<file path="src/rtl/seq_comparator.sv">
// Sequential magnitude comparator: compares a and b one CHUNK-bit slice per cycle, MSB slice first, with cascade inputs.
// Latency: done pulses in the cycle after edge t+N (start accepted at edge t); with SEQ_COMPARATOR_EARLY_TERM_EN, after edge t+k+1.
// Backpressure: none; start is only sampled while idle (busy=0) and ignored during a comparison.
//
// Ports: clk (rising edge), rst_n (synchronous, active-low), start/a/b/e/l/g (request, operands, cascade),
//        busy (comparison in progress), done (one-cycle result-valid pulse), GT/LT/EQ (result, held until next done).
// Optional build macro: SEQ_COMPARATOR_EARLY_TERM_EN ends the run at the first differing slice.

module seq_comparator #(
    parameter int WIDTH = 16,
    parameter int CHUNK = 4
) (
    input  logic             clk,
    input  logic             rst_n,
    input  logic             start,
    input  logic [WIDTH-1:0] a,
    input  logic [WIDTH-1:0] b,
    input  logic             e,
    input  logic             l,
    input  logic             g,
    output logic             busy,
    output logic             done,
    output logic             GT,
    output logic             LT,
    output logic             EQ
);

    localparam int N  = WIDTH / CHUNK;
    localparam int KW = (N > 1) ? $clog2(N) : 1;

    typedef enum logic {
        IDLE = 1'b0,
        RUN  = 1'b1
    } state_t;

    state_t           state_q, state_d;
    logic [WIDTH-1:0] a_q, a_d;
    logic [WIDTH-1:0] b_q, b_d;
    logic             e_q, e_d;
    logic             l_q, l_d;
    logic             g_q, g_d;
    logic [KW-1:0]    k_q, k_d;
    // dec_q: an earlier slice already decided; dgt_q: that decision was "greater"
    logic             dec_q, dec_d;
    logic             dgt_q, dgt_d;
    logic             done_q, done_d;
    logic             gt_q, gt_d;
    logic             lt_q, lt_d;
    logic             eq_q, eq_d;

    logic [CHUNK-1:0] slice_a;
    logic [CHUNK-1:0] slice_b;
    logic             slice_gt;
    logic             slice_lt;
    logic             dec_now;
    logic             dgt_now;
    logic             last_slice;
    logic             finish;

    // Select slice k without disturbing the latched operands.
    always_comb begin
        slice_a = '0;
        slice_b = '0;
        for (int i = 0; i < N; i++) begin
            if (k_q == KW'(i)) begin
                slice_a = a_q[WIDTH-1-i*CHUNK -: CHUNK];
                slice_b = b_q[WIDTH-1-i*CHUNK -: CHUNK];
            end
        end
    end

    always_comb begin
        slice_gt   = (slice_a > slice_b);
        slice_lt   = (slice_a < slice_b);
        // The first differing slice wins; later slices cannot override it.
        dec_now    = dec_q | slice_gt | slice_lt;
        dgt_now    = dec_q ? dgt_q : slice_gt;
        last_slice = (k_q == KW'(N - 1));
`ifdef SEQ_COMPARATOR_EARLY_TERM_EN
        finish     = last_slice | dec_now;
`else
        finish     = last_slice;
`endif
    end

    always_comb begin
        state_d = state_q;
        a_d     = a_q;
        b_d     = b_q;
        e_d     = e_q;
        l_d     = l_q;
        g_d     = g_q;
        k_d     = k_q;
        dec_d   = dec_q;
        dgt_d   = dgt_q;
        done_d  = 1'b0;
        gt_d    = gt_q;
        lt_d    = lt_q;
        eq_d    = eq_q;
        case (state_q)
            IDLE: begin
                if (start) begin
                    a_d     = a;
                    b_d     = b;
                    e_d     = e;
                    l_d     = l;
                    g_d     = g;
                    k_d     = '0;
                    dec_d   = 1'b0;
                    dgt_d   = 1'b0;
                    state_d = RUN;
                end
            end
            RUN: begin
                dec_d = dec_now;
                dgt_d = dgt_now;
                if (finish) begin
                    state_d = IDLE;
                    done_d  = 1'b1;
                    if (dec_now) begin
                        gt_d = dgt_now;
                        lt_d = ~dgt_now;
                        eq_d = 1'b0;
                    end else begin
                        // All slices equal: cascade passes through untouched, even if illegal.
                        gt_d = g_q;
                        lt_d = l_q;
                        eq_d = e_q;
                    end
                end else begin
                    k_d = k_q + KW'(1);
                end
            end
            default: state_d = IDLE;
        endcase
    end

    always_ff @(posedge clk) begin
        if (!rst_n) begin
            state_q <= IDLE;
            a_q     <= '0;
            b_q     <= '0;
            e_q     <= 1'b0;
            l_q     <= 1'b0;
            g_q     <= 1'b0;
            k_q     <= '0;
            dec_q   <= 1'b0;
            dgt_q   <= 1'b0;
            done_q  <= 1'b0;
            gt_q    <= 1'b0;
            lt_q    <= 1'b0;
            eq_q    <= 1'b0;
        end else begin
            state_q <= state_d;
            a_q     <= a_d;
            b_q     <= b_d;
            e_q     <= e_d;
            l_q     <= l_d;
            g_q     <= g_d;
            k_q     <= k_d;
            dec_q   <= dec_d;
            dgt_q   <= dgt_d;
            done_q  <= done_d;
            gt_q    <= gt_d;
            lt_q    <= lt_d;
            eq_q    <= eq_d;
        end
    end

    assign busy = (state_q == RUN);
    assign done = done_q;
    assign GT   = gt_q;
    assign LT   = lt_q;
    assign EQ   = eq_q;

endmodule

</file>
<file path="config.mk">
export PLATFORM = sky130hd
export DESIGN_NAME = seq_comparator
export DESIGN_NICKNAME = d
export VERILOG_FILES = /design/src/rtl/seq_comparator.sv
export SDC_FILE = /design/constraint.sdc
export NUM_CORES = 1
export LEC_CHECK = 0
export ABC_CLOCK_PERIOD_IN_PS = 3550
export CAP_MARGIN = 20
export CORE_MARGIN = 8
export CORE_UTILIZATION = 52
export CTS_BUF_LIST = sky130_fd_sc_hd__clkbuf_8
export CTS_CLUSTER_DIAMETER = 30
export DETAILED_ROUTE_END_ITERATION = 12
export GPL_TIMING_DRIVEN = 0
export HOLD_SLACK_MARGIN = 0.08
export PLACE_DENSITY_LB_ADDON = 0.1
export SLEW_MARGIN = 20
export SYNTH_ARGS = -nofsm -noshare
export SYNTH_HDL_FRONTEND = slang
export SYNTH_SLANG_ARGS = --single-unit
</file>
<file path="constraint.sdc">
create_clock -name clk -period 3.55 [get_ports clk]
set_clock_uncertainty 0.2 [all_clocks]
set_input_delay 0.71 -clock clk [delete_from_list [all_inputs] [get_ports clk]]
set_output_delay 0.71 -clock clk [all_outputs]
set_load 0.005 [all_outputs]
</file>
Word level (Yosys, flattened, before mapping)
Index checks and enable logic that the tools add are counted.

word-level totals
  register bits after elaboration = 44
  latch bits = 0
  bits in writable memories = 0
  bits in read-only memories = 0
  input bits = 38
  output and inout bits = 5
  logic and storage cells = 52
  memories kept = 0

operators by class
  add/sub/neg operators = 1
  $mul = 0
  div/mod/pow operators = 0
  order comparisons = 2
  eq/ne operators = 5
  shift-type cells = 0
  mux-type cells = 22
  bitwise gates (word level) = 4
  reductions and logical operators = 5

operators by type and width
  operator               number
  $mux W4                8
  $mux W1                8
  $reduce_and A2 Y1      4
  $pmux W1 S2            3
  $eq A2 B2 Y1 const B   2
  $gt A4 B4 Y1           1
  $lt A4 B4 Y1           1
  $mux W2                2
  $ne A2 B2 Y1 const B   2
  $pmux W2 S2            1
  $add A2 B1 Y2 const B  1
  $eq A2 B1 Y1 const B   1
  $logic_not A2 Y1       1
  $not A1 Y1             2
  $or A1 B1 Y1           2

Depth between registers and ports, before layout
Gate-level depths: netlist of run 1.

  depth in word-level cells = 9
  mapped depth = 12
  gate-level depth less buffers = 11

Least setup slack after synthesis of run 1
Ideal clock, no wire load.

  path kind = register to register
  start = reg k_q[0]
  end = reg gt_q (netlist: GT)
  setup time = 0.115 ns
  data arrival time = 2.224 ns
  required time = 3.235 ns
  slack = 1.012 ns
  stages on the path, launching flop included = 12
  buffers on the path = 2
  clock period less this slack = 2.538 ns
  cell sequence = dfxtp_1 -> inv_1 -> ha_1 -> clkbuf_1 -> buf_2 -> a21oi_1 -> o21ai_0 -> ha_1 -> nand2_1 -> or3_1 -> o311a_1 -> o21a_1

on the way
  cells in the longest elaborated chain, start to end = 9
  elaborated cells between the ends (all ways) = 19

ends and longest elaborated chain
  what                        line  RTL
  start, declared             42    logic [KW-1:0] k_q, k_d;
  start signal, assigned      160   k_q <= k_d;
  $logic_not A2 Y1            65    if (k_q == KW'(i)) begin
  $mux W4 (4 in series)       65
  $gt A4 B4 Y1                73    slice_gt = (slice_a > slice_b);
  $or A1 B1 Y1 (2 in series)  76    dec_now = dec_q | slice_gt | slice_lt;
  $mux W1                     120   if (dec_now) begin
  end signal, assigned        164   gt_q <= gt_d;
  end, declared               47    logic gt_q, gt_d;

Parallel ways exist; a longest one is shown, timed or not.
A chain may end at the register's enable or synchronous reset.

Final worst setup path of run 1
Same ends and word-level chain as after synthesis.

==> results.txt, run 1 <==
run status = completed
power per cell area = 395 nW/um^2
largest net degree at the start of global routing = 13
hpwl dp = 3.63 mm
non-filler cells, final = 364
VDD IR max = 0.300 mV
WP data required = 3540 ps
die area = 6040 sq um
Synth Warn # = 0
slew margin rel. = 69.5%
startpoint types = flip-flop
htree depth = 2
Final period util = 81.4%
Layout Area Growth over Synthesis = 28.2%
achievable frequency = 346 MHz
CTS root buffer = clkbuf_8
nets = 362
DP Cell Count = 357
first-pass GRT wire length = 8.34 mm
All-Layer GR Usage = 16.7%
setup bufs post-CTS = 0
CP max FO = 10
Chip Width = 77.7 microns
GP Congestion = 0.875
most common cell after layout, fill and taps aside = nand2_1
main combinational cell family by area after synthesis = compound AO/OA/AOI/OAI gates
worst skew pair latency = 290 ps
RSZ-0062 raised after global routing = false
post-route minimum period = 2890 ps
Net Count, Synth = 313
I/O Pins = 43
Synth cell types = 26
final hold vios = 0
sequential fraction of the synthesis area = 44.5%
Seq cells post-synth = 44
Clock Sinks = 44
crit path DAT = 2880 ps
# resized after CTS = 0
Port Buffer Count = 42
pins over their slew limit = 0
initial DRC count = 177
CP Capture Type = flip-flop
Cell Area, Synth = 1980 sq um
Synth async-reset ratio = 0%
max cap viols = 0
simple-gate share of the synthesized area = 21.7%
DR vias = 1912
kind of critical path = reg -> reg
Std-Cell Rows = 22
gate count of the mapped netlist = 267
Ant. Diodes = 0
most frequent cells in the layout = 86 x nand2_1, 58 x a21oi_1, 44 x dfxtp_1, 42 x clkdlybuf4s50_1, 13 x inv_1
die height = 77.7 microns
share of cells above drive strength 1 = 4.75%
Initial Util = 54.1%
clock-pin slew on the worst setup and hold paths = 70 ps
leakage power = 0.964 nW
total iterations of the first detailed-routing run = 4
endpoints failing setup = 0
Hold Crit Class = reg -> reg
Via-to-Cell Ratio = 5.25
syn_area_per_cell = 7.41 sq um
Clock Tree Buf Depth = 2
CTS tree = done
fillers = 348
initial antenna violation count = 0
Synth Area in Compound Gates = 22.1%
cts hold-fix bufs = 0
core box area = 3660 sq um
antenna viol nets, final = 0
dominant synthesized flop cell = dfxtp_1
gr ovfl total = 0
final wirelength = 4.78 mm
worst slew pin tran = 458 ps
mux share of post-synthesis cell area = 0%
Post-Synth XOR/XNOR Area = 0%
EDFF count, synth = 0
vias in the first global route = 1854
final setup TNS = 0 ps
routed wire length per instance = 13.1 microns
residual DRC count = 0
CTS buffer count = 5
Post-Synth Adder-Cell Area = 5.06%
report_power, final:
part	internal (W)	switching, W	leakage, nW	total, W
clock network	0.000131	0.000155	0.0452	0.000286
registers	0.000521	0.0000172	0.361	0.000538
logic	0.0000860	0.0000918	0.558	0.000178
total	0.000738	0.000264	0.963	0.00100
state kept, by name, indices dropped and copies added (netlist names):
register  cells
a_q          16
g_q           1
busy          1
EQ            1
b_q          16
GT            1
k_q           2
l_q           1
dec_q         1
dgt_q         1
done          1
e_q           1
LT            1
path summary, 6_finish.rpt:
| path | endpoint | slack [ps] | depth (start not counted) | start |
|---|---|---|---|---|
| hold / removal | a_q[7] | 260 | 2 | a_q[7] |
| hold reg to reg | a_q[7] | 260 | 2 | a_q[7] |
| setup / recovery | GT | 660 | 12 | k_q[0] |
| setup reg to reg | GT | 660 | 12 | k_q[0] |
per-stage QoR:
step / hold slack (ps) / total power, W / worst slack, ps / area, sq um / util, %
global route: 284 / 0.00106 / 478 / 2540 / 69.3
CTS: 260 / 0.00101 / 681 / 2540 / 69.3
floorplan: 232 / 0.000649 / 1010 / 1980 / -
global placement: 245 / 0.000722 / 720 / 2460 / 67.2
detailed placement: 249 / 0.000726 / 687 / 2460 / 67.2
finish: 258 / 0.00100 / 660 / 2540 / 69.3
layer usage:
| metal | track usage (%) | vias up | share of wire, % | wire length [microns] |
|---|---|---|---|---|
| li1 | - | 988 | - | - |
| met2 | 25.3 | 48 | 43 | 2070 |
| met4 | 6.98 | 0 | 1.4 | 68 |
| met1 | 21.9 | 868 | 49 | 2360 |
| met3 | 4.38 | 8 | 5.8 | 277 |
| met5 | 0 | - | 0 | 0 |
cells in the mapped netlist, drive strengths merged (3+ instances only):
cell type | count | share of area (%)
a21oi | 58 | 15
a22oi | 4 | 1.5
buf | 8 | 2.4
clkbuf | 10 | 1.9
dfxtp | 44 | 45
ha | 8 | 5.1
inv | 12 | 2.3
nand2 | 86 | 16
nand3b | 4 | 1.5
nor2 | 6 | 1.3
nor3 | 3 | 0.76
o21ai | 10 | 2.5
cells by family after synthesis:
group,after synthesis
adder cells (fa/ha/maj),8
AO/OA/AOI/OAI,80
AND/OR/NAND/NOR,105
flip-flops,44
buffers and inverters,30
worst max-delay path: stages (launching register included):
cell and delay, ps:
dfxtp_1 350, inv_1 110, ha_1 160, clkbuf_1 300, buf_2 280, a21oi_1 50, o21ai_0 80, a22oi_1 90
ha_1 310, nand2_1 90, or3_1 380, o311a_1 290, o21a_1 90
cell type report:
cell class / count / area (sq um) / share of cell area, %
Clock inverter: 2 / 8.76 / 0.345
Multi-Input combinational cell: 193 / 968 / 38.2
Sequential cell: 44 / 881 / 34.7
Inverter: 12 / 45.0 / 1.78
Tap cell: 48 / 60.1 / 2.37
Timing Repair Buffer: 42 / 420 / 16.6
Buffer: 18 / 85.1 / 3.35
Clock buffer: 5 / 68.8 / 2.71
Note: power is estimated with default switching activity, not from simulation.
==> run 2, diff against run 1 <==
--- a/config.mk
+++ b/config.mk
@@ -5,7 +5,7 @@
 export SDC_FILE = /design/constraint.sdc
 export NUM_CORES = 1
 export LEC_CHECK = 0
-export ABC_CLOCK_PERIOD_IN_PS = 3550
+export ABC_CLOCK_PERIOD_IN_PS = 2900
 export CAP_MARGIN = 20
 export CORE_MARGIN = 8
 export CORE_UTILIZATION = 52
==> constraint.sdc (replaced) <==
create_clock -name clk -period 2.9 [get_ports clk]
set_clock_uncertainty 0.2 [all_clocks]
set_input_delay 0.58 -clock clk [delete_from_list [all_inputs] [get_ports clk]]
set_output_delay 0.58 -clock clk [all_outputs]
set_load 0.005 [all_outputs]
==> run 2 against run 1 <==
  * Clock-buffer cell count unchanged
  * Core utilization is essentially flat
  * Via count did not move
  * Register-to-register slack got worse by 460 ps
  * Fmax grew 7.0%
  * Global-route usage did not move
  * Largest power group unchanged
  * Die area unchanged
  * Critical endpoint unchanged
  * Sequential share of layout area is essentially flat
  * Design area hardly changed
  * Combinational power grew 22%
  * Final cell count fell by 0.55%
==> results.txt, run 2 (same netlist as run 1, synthesis figures left out) <==
worst slew pin tran = 450 ps
routed wire length per instance = 13.2 microns
die height = 77.7 microns
power per cell area = 485 nW/um^2
core box area = 3660 sq um
die area = 6040 sq um
worst path bufs/invs = 2
All-Layer GR Usage = 16.7%
Ant. Diodes = 0
hpwl dp = 3.63 mm
Hold Crit Class = reg -> reg
CTS buffer count = 5
Crit path max-delay family = compound AO/OA/AOI/OAI gates
Initial Util = 54.1%
CTS root buffer = clkbuf_8
share of cells above drive strength 1 = 5.73%
kind of critical path = reg -> reg
crit path DAT = 2700 ps
Chip Width = 77.7 microns
Layout Area Growth over Synthesis = 28.3%
FF-to-FF path depth = 12
Clock Tree Buf Depth = 2
Final period util = 93.2%
post-route minimum period = 2700 ps
CP Capture Type = flip-flop
I/O Pins = 43
Std-Cell Rows = 22
final setup TNS = 0 ps
RSZ-0062 raised after global routing = false
CP max FO = 10
slew margin rel. = 70.0%
Port Buffer Count = 42
antenna viol nets, final = 0
achievable frequency = 370 MHz
pins over their slew limit = 0
leakage power = 0.962 nW
gr ovfl total = 0
startpoint types = flip-flop
crit-path cells = inv_1, ha_2, clkbuf_4, nand2_1, a21oi_1, a21oi_1, o21ai_0, ha_1, nand2_1, or3_1, o311a_1, o21a_1
vias in the first global route = 1854
run status = completed
cts hold-fix bufs = 0
residual DRC count = 0
GP Congestion = 0.875
Crit. path cell count = 12
slowest stage delay, CP = 380 ps
nets = 360
most frequent cells in the layout = 86 x nand2_1, 58 x a21oi_1, 44 x dfxtp_1, 42 x clkdlybuf4s50_1, 13 x inv_1
endpoints failing setup = 0
worst r2r dst = GT
worst skew pair latency = 300 ps
worst r2r src = k_q[1]
htree depth = 2
Clock Sinks = 44
biggest regs = a_q x16, b_q x16, k_q x2
VDD IR max = 0.367 mV
Worst Hold Launch = a_q[7]
largest net degree at the start of global routing = 13
total iterations of the first detailed-routing run = 4
WP data required = 2900 ps
CTS tree = done
final hold vios = 0
Setup crit start = k_q[1]
initial DRC count = 188
DR vias = 1912
WHS = 258 ps
most common cell after layout, fill and taps aside = nand2_1
hold path depth = 2
final wirelength = 4.79 mm
clock-pin slew on the worst setup and hold paths = 70 ps
initial antenna violation count = 0
Via-to-Cell Ratio = 5.28
first-pass GRT wire length = 8.34 mm
max cap viols = 0
R2R Setup Slk = 200 ps
crit path max-delay cell type = or3_1
CP Capture Point = GT
==> run 2: timing repair <==
item | in CTS | in global routing
setup endpoints to repair | 0 | 4
setup buffers | 0 | 0
resized for setup | 0 | 5
==> run 2: area by class of cell <==
type / instances / area (sq um)
Fill cell: 345 / 1120
Multi-Input combinational cell: 193 / 973
Sequential cell: 44 / 881
Timing Repair Buffer: 42 / 420
Buffer: 16 / 81.3
Clock buffer: 5 / 68.8
Tap cell: 48 / 60.1
Inverter: 12 / 45.0
Clock inverter: 2 / 8.76
==> run 2: routing by layer <==
metal | wire length, microns | part of all wire, % | global-route usage, % | up-vias
met1 | 2330 | 49 | 21.9 | 863
met5 | 0 | 0 | 0 | -
li1 | - | - | - | 984
met4 | 92 | 1.9 | 6.98 | 0
met3 | 307 | 6.4 | 4.38 | 10
met2 | 2060 | 43 | 25.3 | 55
==> run 2: through the flow <==
step | setup WS (ps) | instances | power (W) | utilization [%] | instance area, sq um
4_1_cts | 31.0 | 364 | 0.00124 | 69.3 | 2540
3_5_place_dp | 36.8 | 357 | 0.000889 | 67.2 | 2460
5_1_grt | 6.37 | 362 | 0.00130 | 69.3 | 2540
2_1_floorplan | 362 | 267 | 0.000795 | - | 1980
6_report | 198 | 362 | 0.00123 | 69.3 | 2540
3_3_place_gp | 70.3 | 357 | 0.000884 | 67.2 | 2460
==> run 2: worst min path at each step <==
stage,slack [ps],end
CTS,260,a_q[7]
floorplan,230,e_q
global route,280,a_q[3]
detailed placement,250,a_q[7]
finish,260,a_q[7]
global placement,240,a_q[7]
==> run 2: worst min-delay path: cells and delay by family, from the launching register on <==
kind / cells / cell delay (ps)
compound gates: 1 / 50
flops: 1 / 310
simple gates: 1 / 50
==> run 2: power by group <==
| part | leakage (nW) | total, W | internal [W] | switching (W) |
|---|---|---|---|---|
| Combinational | 0.556 | 0.000218 | 0.000106 | 0.000112 |
| Clock | 0.0452 | 0.000354 | 0.000160 | 0.000194 |
| Sequential | 0.361 | 0.000658 | 0.000637 | 0.0000210 |
| Total | 0.962 | 0.00123 | 0.000904 | 0.000327 |
